$ cat config.mk
export PLATFORM = sky130hd
export DESIGN_NAME = trng_arbiter
export DESIGN_NICKNAME = d
export VERILOG_FILES = /design/src/rtl/trng_arbiter.sv
export SDC_FILE = /design/constraint.sdc
export NUM_CORES = 1
export LEC_CHECK = 0
export CORE_UTILIZATION = 55
export CTS_CLUSTER_DIAMETER = 40
export DETAILED_ROUTE_END_ITERATION = 12
export DONT_BUFFER_PORTS = 1
export GPL_TIMING_DRIVEN = 1
export PLACE_DENSITY = 0.69
export SLEW_MARGIN = 20
export SYNTH_ARGS = -nofsm -noshare
export SYNTH_HDL_FRONTEND = slang
export SYNTH_SLANG_ARGS = --single-unit
$ cat constraint.sdc
create_clock -name clk -period 2.78 [get_ports clk]
set_input_delay 0.556 -clock clk [delete_from_list [all_inputs] [get_ports clk]]
set_output_delay 0.556 -clock clk [all_outputs]
set_load 0.03 [all_outputs]
$ cat src/rtl/trng_arbiter.sv
// TRNG byte-stream sequencer: warm-up, fresh-bit refill between samples, repetition-count
// health test and round-robin delivery of each sampled byte to exactly one requester.
module trng_arbiter #(
    parameter int NUM_REQ       = 4,
    parameter int WARMUP_CYCLES = 64,
    parameter int FILL_CYCLES   = 8,
    parameter int REP_LIMIT     = 4
) (
    input  logic               clk,
    input  logic               reset,
    input  logic [7:0]         rnd_byte,
    input  logic [NUM_REQ-1:0] req,
    input  logic               fault_clr,
    output logic [NUM_REQ-1:0] gnt,
    output logic [7:0]         data_out,
    output logic               data_valid,
    output logic               rdy,
    output logic               fault
);

    localparam int MAX_CYC = (WARMUP_CYCLES > FILL_CYCLES) ? WARMUP_CYCLES : FILL_CYCLES;
    localparam int CNT_W   = $clog2(MAX_CYC + 1);
    localparam int PTR_W   = $clog2(NUM_REQ);
    localparam int REP_W   = $clog2(REP_LIMIT + 1);

    localparam logic [CNT_W-1:0] WARM_LAST = CNT_W'(WARMUP_CYCLES - 1);
    localparam logic [CNT_W-1:0] FILL_LAST = CNT_W'(FILL_CYCLES - 1);
    localparam logic [REP_W-1:0] REP_MAX   = REP_W'(REP_LIMIT);
    localparam logic [PTR_W-1:0] PTR_LAST  = PTR_W'(NUM_REQ - 1);
    localparam logic [PTR_W:0]   NUM_REQ_W = (PTR_W + 1)'(NUM_REQ);

    typedef enum logic [1:0] {
        ST_WARMUP,
        ST_FILL,
        ST_READY,
        ST_FAULT
    } state_t;

    state_t             state_reg, state_next;
    logic [CNT_W-1:0]   cnt_reg, cnt_next;
    logic [PTR_W-1:0]   rr_reg, rr_next;
    logic [REP_W-1:0]   rep_cnt_reg, rep_cnt_next;
    logic               have_prev_reg, have_prev_next;
    logic [7:0]         prev_reg, prev_next;
    logic [7:0]         hold_reg, hold_next;
    logic [NUM_REQ-1:0] gnt_reg, gnt_next;
    logic [7:0]         data_out_reg, data_out_next;
    logic               data_valid_reg, data_valid_next;
    logic               rdy_reg, rdy_next;
    logic               fault_reg, fault_next;

    // Requests rotated so bit 0 is the requester the round-robin pointer favours.
    logic [NUM_REQ-1:0] req_rot;
    logic [NUM_REQ-1:0] gnt_onehot;
    logic [PTR_W-1:0]   off;
    logic [PTR_W:0]     sel_sum;
    logic [PTR_W-1:0]   sel;

    genvar gi;
    generate
        for (gi = 0; gi < NUM_REQ; gi++) begin : g_rot
            logic [PTR_W:0]   idx_sum;
            logic [PTR_W-1:0] idx;
            assign idx_sum        = {1'b0, rr_reg} + (PTR_W + 1)'(gi);
            assign idx            = (idx_sum >= NUM_REQ_W) ? PTR_W'(idx_sum - NUM_REQ_W)
                                                           : PTR_W'(idx_sum);
            assign req_rot[gi]    = req[idx];
            assign gnt_onehot[gi] = (sel == PTR_W'(gi));
        end
    endgenerate

    always_comb begin
        off = '0;
        for (int i = NUM_REQ - 1; i >= 0; i--) begin
            if (req_rot[i]) begin
                off = PTR_W'(i);
            end
        end
    end

    assign sel_sum = {1'b0, rr_reg} + {1'b0, off};
    assign sel     = (sel_sum >= NUM_REQ_W) ? PTR_W'(sel_sum - NUM_REQ_W) : PTR_W'(sel_sum);

    logic             same_byte;
    logic [REP_W-1:0] rep_new;
    logic             health_fail;

    assign same_byte   = have_prev_reg && (rnd_byte == prev_reg);
    assign rep_new     = same_byte ? rep_cnt_reg + 1'b1 : REP_W'(1);
    assign health_fail = (rep_new == REP_MAX);

    always_comb begin
        state_next      = state_reg;
        cnt_next        = cnt_reg;
        rr_next         = rr_reg;
        rep_cnt_next    = rep_cnt_reg;
        have_prev_next  = have_prev_reg;
        prev_next       = prev_reg;
        hold_next       = hold_reg;
        gnt_next        = '0;
        data_out_next   = 8'h00;
        data_valid_next = 1'b0;

        case (state_reg)
            ST_WARMUP: begin
                if (cnt_reg == WARM_LAST) begin
                    state_next = ST_FILL;
                    cnt_next   = '0;
                end else begin
                    cnt_next = cnt_reg + 1'b1;
                end
            end
            ST_FILL: begin
                if (cnt_reg == FILL_LAST) begin
                    cnt_next       = '0;
                    hold_next      = rnd_byte;
                    prev_next      = rnd_byte;
                    have_prev_next = 1'b1;
                    rep_cnt_next   = rep_new;
                    state_next     = health_fail ? ST_FAULT : ST_READY;
                end else begin
                    cnt_next = cnt_reg + 1'b1;
                end
            end
            ST_READY: begin
                if (|req) begin
                    gnt_next        = gnt_onehot;
                    data_valid_next = 1'b1;
                    data_out_next   = hold_reg;
                    rr_next         = (sel == PTR_LAST) ? '0 : sel + 1'b1;
                    cnt_next        = '0;
                    state_next      = ST_FILL;
                end
            end
            ST_FAULT: begin
                // The pointer survives a clear so fairness carries across the fault.
                if (fault_clr) begin
                    state_next     = ST_WARMUP;
                    cnt_next       = '0;
                    rep_cnt_next   = '0;
                    have_prev_next = 1'b0;
                    prev_next      = 8'h00;
                end
            end
            default: begin
                state_next = ST_WARMUP;
                cnt_next   = '0;
            end
        endcase

        rdy_next   = (state_next == ST_READY);
        fault_next = (state_next == ST_FAULT);
    end

    always_ff @(posedge clk or posedge reset) begin
        if (reset) begin
            state_reg      <= ST_WARMUP;
            cnt_reg        <= '0;
            rr_reg         <= '0;
            rep_cnt_reg    <= '0;
            have_prev_reg  <= 1'b0;
            prev_reg       <= 8'h00;
            hold_reg       <= 8'h00;
            gnt_reg        <= '0;
            data_out_reg   <= 8'h00;
            data_valid_reg <= 1'b0;
            rdy_reg        <= 1'b0;
            fault_reg      <= 1'b0;
        end else begin
            state_reg      <= state_next;
            cnt_reg        <= cnt_next;
            rr_reg         <= rr_next;
            rep_cnt_reg    <= rep_cnt_next;
            have_prev_reg  <= have_prev_next;
            prev_reg       <= prev_next;
            hold_reg       <= hold_next;
            gnt_reg        <= gnt_next;
            data_out_reg   <= data_out_next;
            data_valid_reg <= data_valid_next;
            rdy_reg        <= rdy_next;
            fault_reg      <= fault_next;
        end
    end

    assign gnt        = gnt_reg;
    assign data_out   = data_out_reg;
    assign data_valid = data_valid_reg;
    assign rdy        = rdy_reg;
    assign fault      = fault_reg;

endmodule

==> results by group <==
Outcome
  – Status: completed

Worst setup path
  – CP most frequent cell: ha_1
  – Slowest stage cell, crit path: dfrtp_1
  – Worst setup path category: reg2reg
  – Arrival @ worst endpoint: 2460 ps
  – Worst-case reg-to-reg path depth: 9
  – Cell chain of the critical path: nand2_1 -> a21oi_1 -> o2bb2ai_1 -> o21a_1 -> ha_1 -> xnor2_1 -> xor2_1 -> ha_1 -> mux2_2
  – Crit path capture type: flip-flop
  – CP startpoint: rr_reg[1]$_DFFE_PP0P_
  – CP startpoint kind: flip-flop
  – CP required: roughly 3000 ps
  – Max incr delay on CP: 490 ps
  – CP Max Fanout: 8
  – R2R Path Start: rr_reg[1]$_DFFE_PP0P_

Synth
  – Synthesized flop and latch total: 46
  – Syn_nets: 228
  – Number of synthesized flops with an enable pin: 0
  – Mapped Area: 2320 µm²
  – Yosys top cell area share: 0.496
  – Synth async-reset ratio: 1.00
  – Seq/Total Area, Yosys: 0.496
  – Leading area contributor after synthesis: dfrtp_1
  – Post-synthesis cell type count: 53
  – Top-count cell post-synth: dfrtp_1
  – Top cells by count, synth: dfrtp_1, nand2_1, and2_1
  – YS warnings: 0
  – Cells after Synth: around 210
  – Synth top area cells: dfrtp_1, mux2_2, ha_1
  – Post-synth top flop: dfrtp_1
  – Mean post-synth cell area: about 11 µm²

Finish
  – Core Util, Final: 0.612
  – Final net count: between 200 and 250
  – Share of cells above drive strength 1: 0.212
  – Area grow syn2layout: 6.37%
  – Diodes inserted: 0

STA
  – Total Neg Setup Slack: 0 ps
  – Max Clk Rate: around 440 MHz
  – Worst-margin pin slew: 655 ps
  – Final Critical Period: 2270 ps
  – Clock skew: between 5 and 6 ps
  – Slew Limit Headroom: 0.562
  – Final setup vio count: 0
  – Final Hold Vio Count: 0
  – Tcrit/Tclk final: 0.817
  – Slew Limit Fails: 0
  – RSZ-0062 raised after global routing: no

Route
  – ANT nets after route: 0
  – Vias: between 1500 and 2000
  – DRT iter0 DRCs: 84
  – Vias per cell: 5.94
  – Routed WL per cell: roughly 17 µm
  – Drt total wl: 4310 µm
  – 1st-pass router iterations: 5
  – DRC viols: 0

Die
  – Core area: between 4000 and 5000 µm²
  – FP Rows: 23
  – Die area: 4480 µm²
  – Initial core utilization: 0.575
  – I/O pin total: 30
  – Die width: around 67 µm
  – Die Y-Extent: roughly 67 µm

Clocking
  – Htree depth: 2
  – Longest Clk Path Bufs: 2
  – Worst skew pair latency: roughly 300 ps
  – TritonCTS clock tree: done
  – CTS Buf Count: 5
  – Post-cts sizing count: 0
  – Setup Buffers After CTS: 0
  – # clock sinks: 46
  – Clk pin slew, worst setup/hold paths: approximately 90 ps
  – CTS root buffer: clkbuf_8
  – # hold bufs at CTS: 0

Power
  – Peak supply drop: ~0.55 mV
  – Logic gate share of total power: 0.358
  – Clk pwr share: 0.201
  – Switch Pwr: about 920 µW
  – Seq pwr share: 0.441
  – Leak Pwr: 0.00112 µW
  – Internal: 1590 µW
  – Switching Share: 0.366
  – Pwr Density: between 1000 and 1500 nW/µm²

Flow run
  – Max-Cap Viols: 0

Global routing
  – Total track usage: 0.225
  – First-pass GRT wire length: 7360 µm
  – Vias in the first global route: between 1500 and 2000
  – Initial antenna violation count: 0
  – Largest net degree at the start of global routing: 32
  – GR Overflow Total: 0

Placement
  – Detailed Place HPWL: between 3000 and 4000 µm
  – GP Congestion: between 0.7 and 0.8
  – Port bufs: 0

Hold path
  – HP Class: in2async
==> worst max-delay path: cells and delay by family, from the launching register on <==
family | cells | cell delay (ps)
AO/OA/AOI/OAI | 3 | 390
XOR/XNOR | 2 | 470
adder cells (fa/ha/maj) | 2 | 450
flip-flops | 1 | 490
multiplexers | 1 | 270
AND/OR/NAND/NOR | 1 | 80
==> layout make-up <==
class	instances	area, µm²
Tap cell	50	62.6
Sequential cell	46	1150
Clock inverter	3	43.8
Clock buffer	5	68.8
Multi-Input combinational cell	143	1090
Inverter	8	30.0
Timing Repair Buffer	3	22.5
Fill cell	337	1560
==> stage by stage <==
| stage | worst slack, ps | hold WS (ps) | power, µW | cell area, µm² | instances |
|---|---|---|---|---|---|
| 2_1_floorplan | 395 | 449 | 1840 | 2320 | 206 |
| 3_3_place_gp | 493 | 458 | 1940 | 2350 | 250 |
| 3_5_place_dp | 409 | 472 | 2010 | 2350 | 250 |
| 4_1_cts | 491 | 274 | 2520 | 2470 | 258 |
| 5_1_grt | 283 | 237 | 2690 | 2470 | 258 |
| 6_report | 509 | 198 | 2500 | 2470 | 258 |
==> layout by cell type, fill, tap and decap left out, types with 3 or more instances in the layout <==
cell,n
o21ai_0,6
inv_1,7
clkbuf_8,5
o211ai_1,3
xor2_1,6
ha_1,7
nor2_1,7
mux2_2,10
nand4_1,4
buf_4,3
a21oi_1,4
nand2_1,14
a22o_2,8
nand2b_1,5
dfrtp_1,46
xnor2_1,6
nand3_1,6
and2_1,13
nor3_1,4
==> routing by layer <==
layer  wire length [µm]  part of all wire  vias up  global-route usage
met4                 74             0.017        0               0.101
li1                   -                 -      734                   -
met1               1900              0.44      758               0.290
met2               2160              0.50       33               0.361
met5                  0                 0        -                   0
met3                187             0.043        8              0.0445
==> logic make-up (layout without fill, tap and decap cells) <==
logic type	count (synthesis)	in the layout	synth area share
AOI/OAI and AO/OA	37	37	0.126
xor gates and xnor gates	12	12	0.0453
adders and majority gates	7	7	0.0378
buffers and inverters	17	19	0.0345
DFF	46	46	0.496
muxes	15	15	0.0761
and+or+nand+nor	72	72	0.184
==> power groups by stage <==
stage | Combinational (µW) | Sequential [µW] | Clock [µW]
after floorplan | 798 | 1040 | 0
after global placement | 843 | 1090 | 0
after detailed placement | 900 | 1110 | 0
after CTS | 909 | 1100 | 509
after global routing | 1020 | 1130 | 541
final | 896 | 1100 | 503
==> final timing paths <==
kind	end	slack [ps]
worst max-delay path	rr_reg[1]$_DFFE_PP0P_	510
worst min-delay path	data_out[1]$_DFF_PP0_	200
worst max register to register	rr_reg[1]$_DFFE_PP0P_	510
worst min register to register	data_out[5]$_DFF_PP0_	480
max in group asynchronous	cnt_reg[0]$_DFFE_PP0P_	1930
min in group clk	fault$_DFF_PP0_	330
Power figures use the tool's default switching activity.
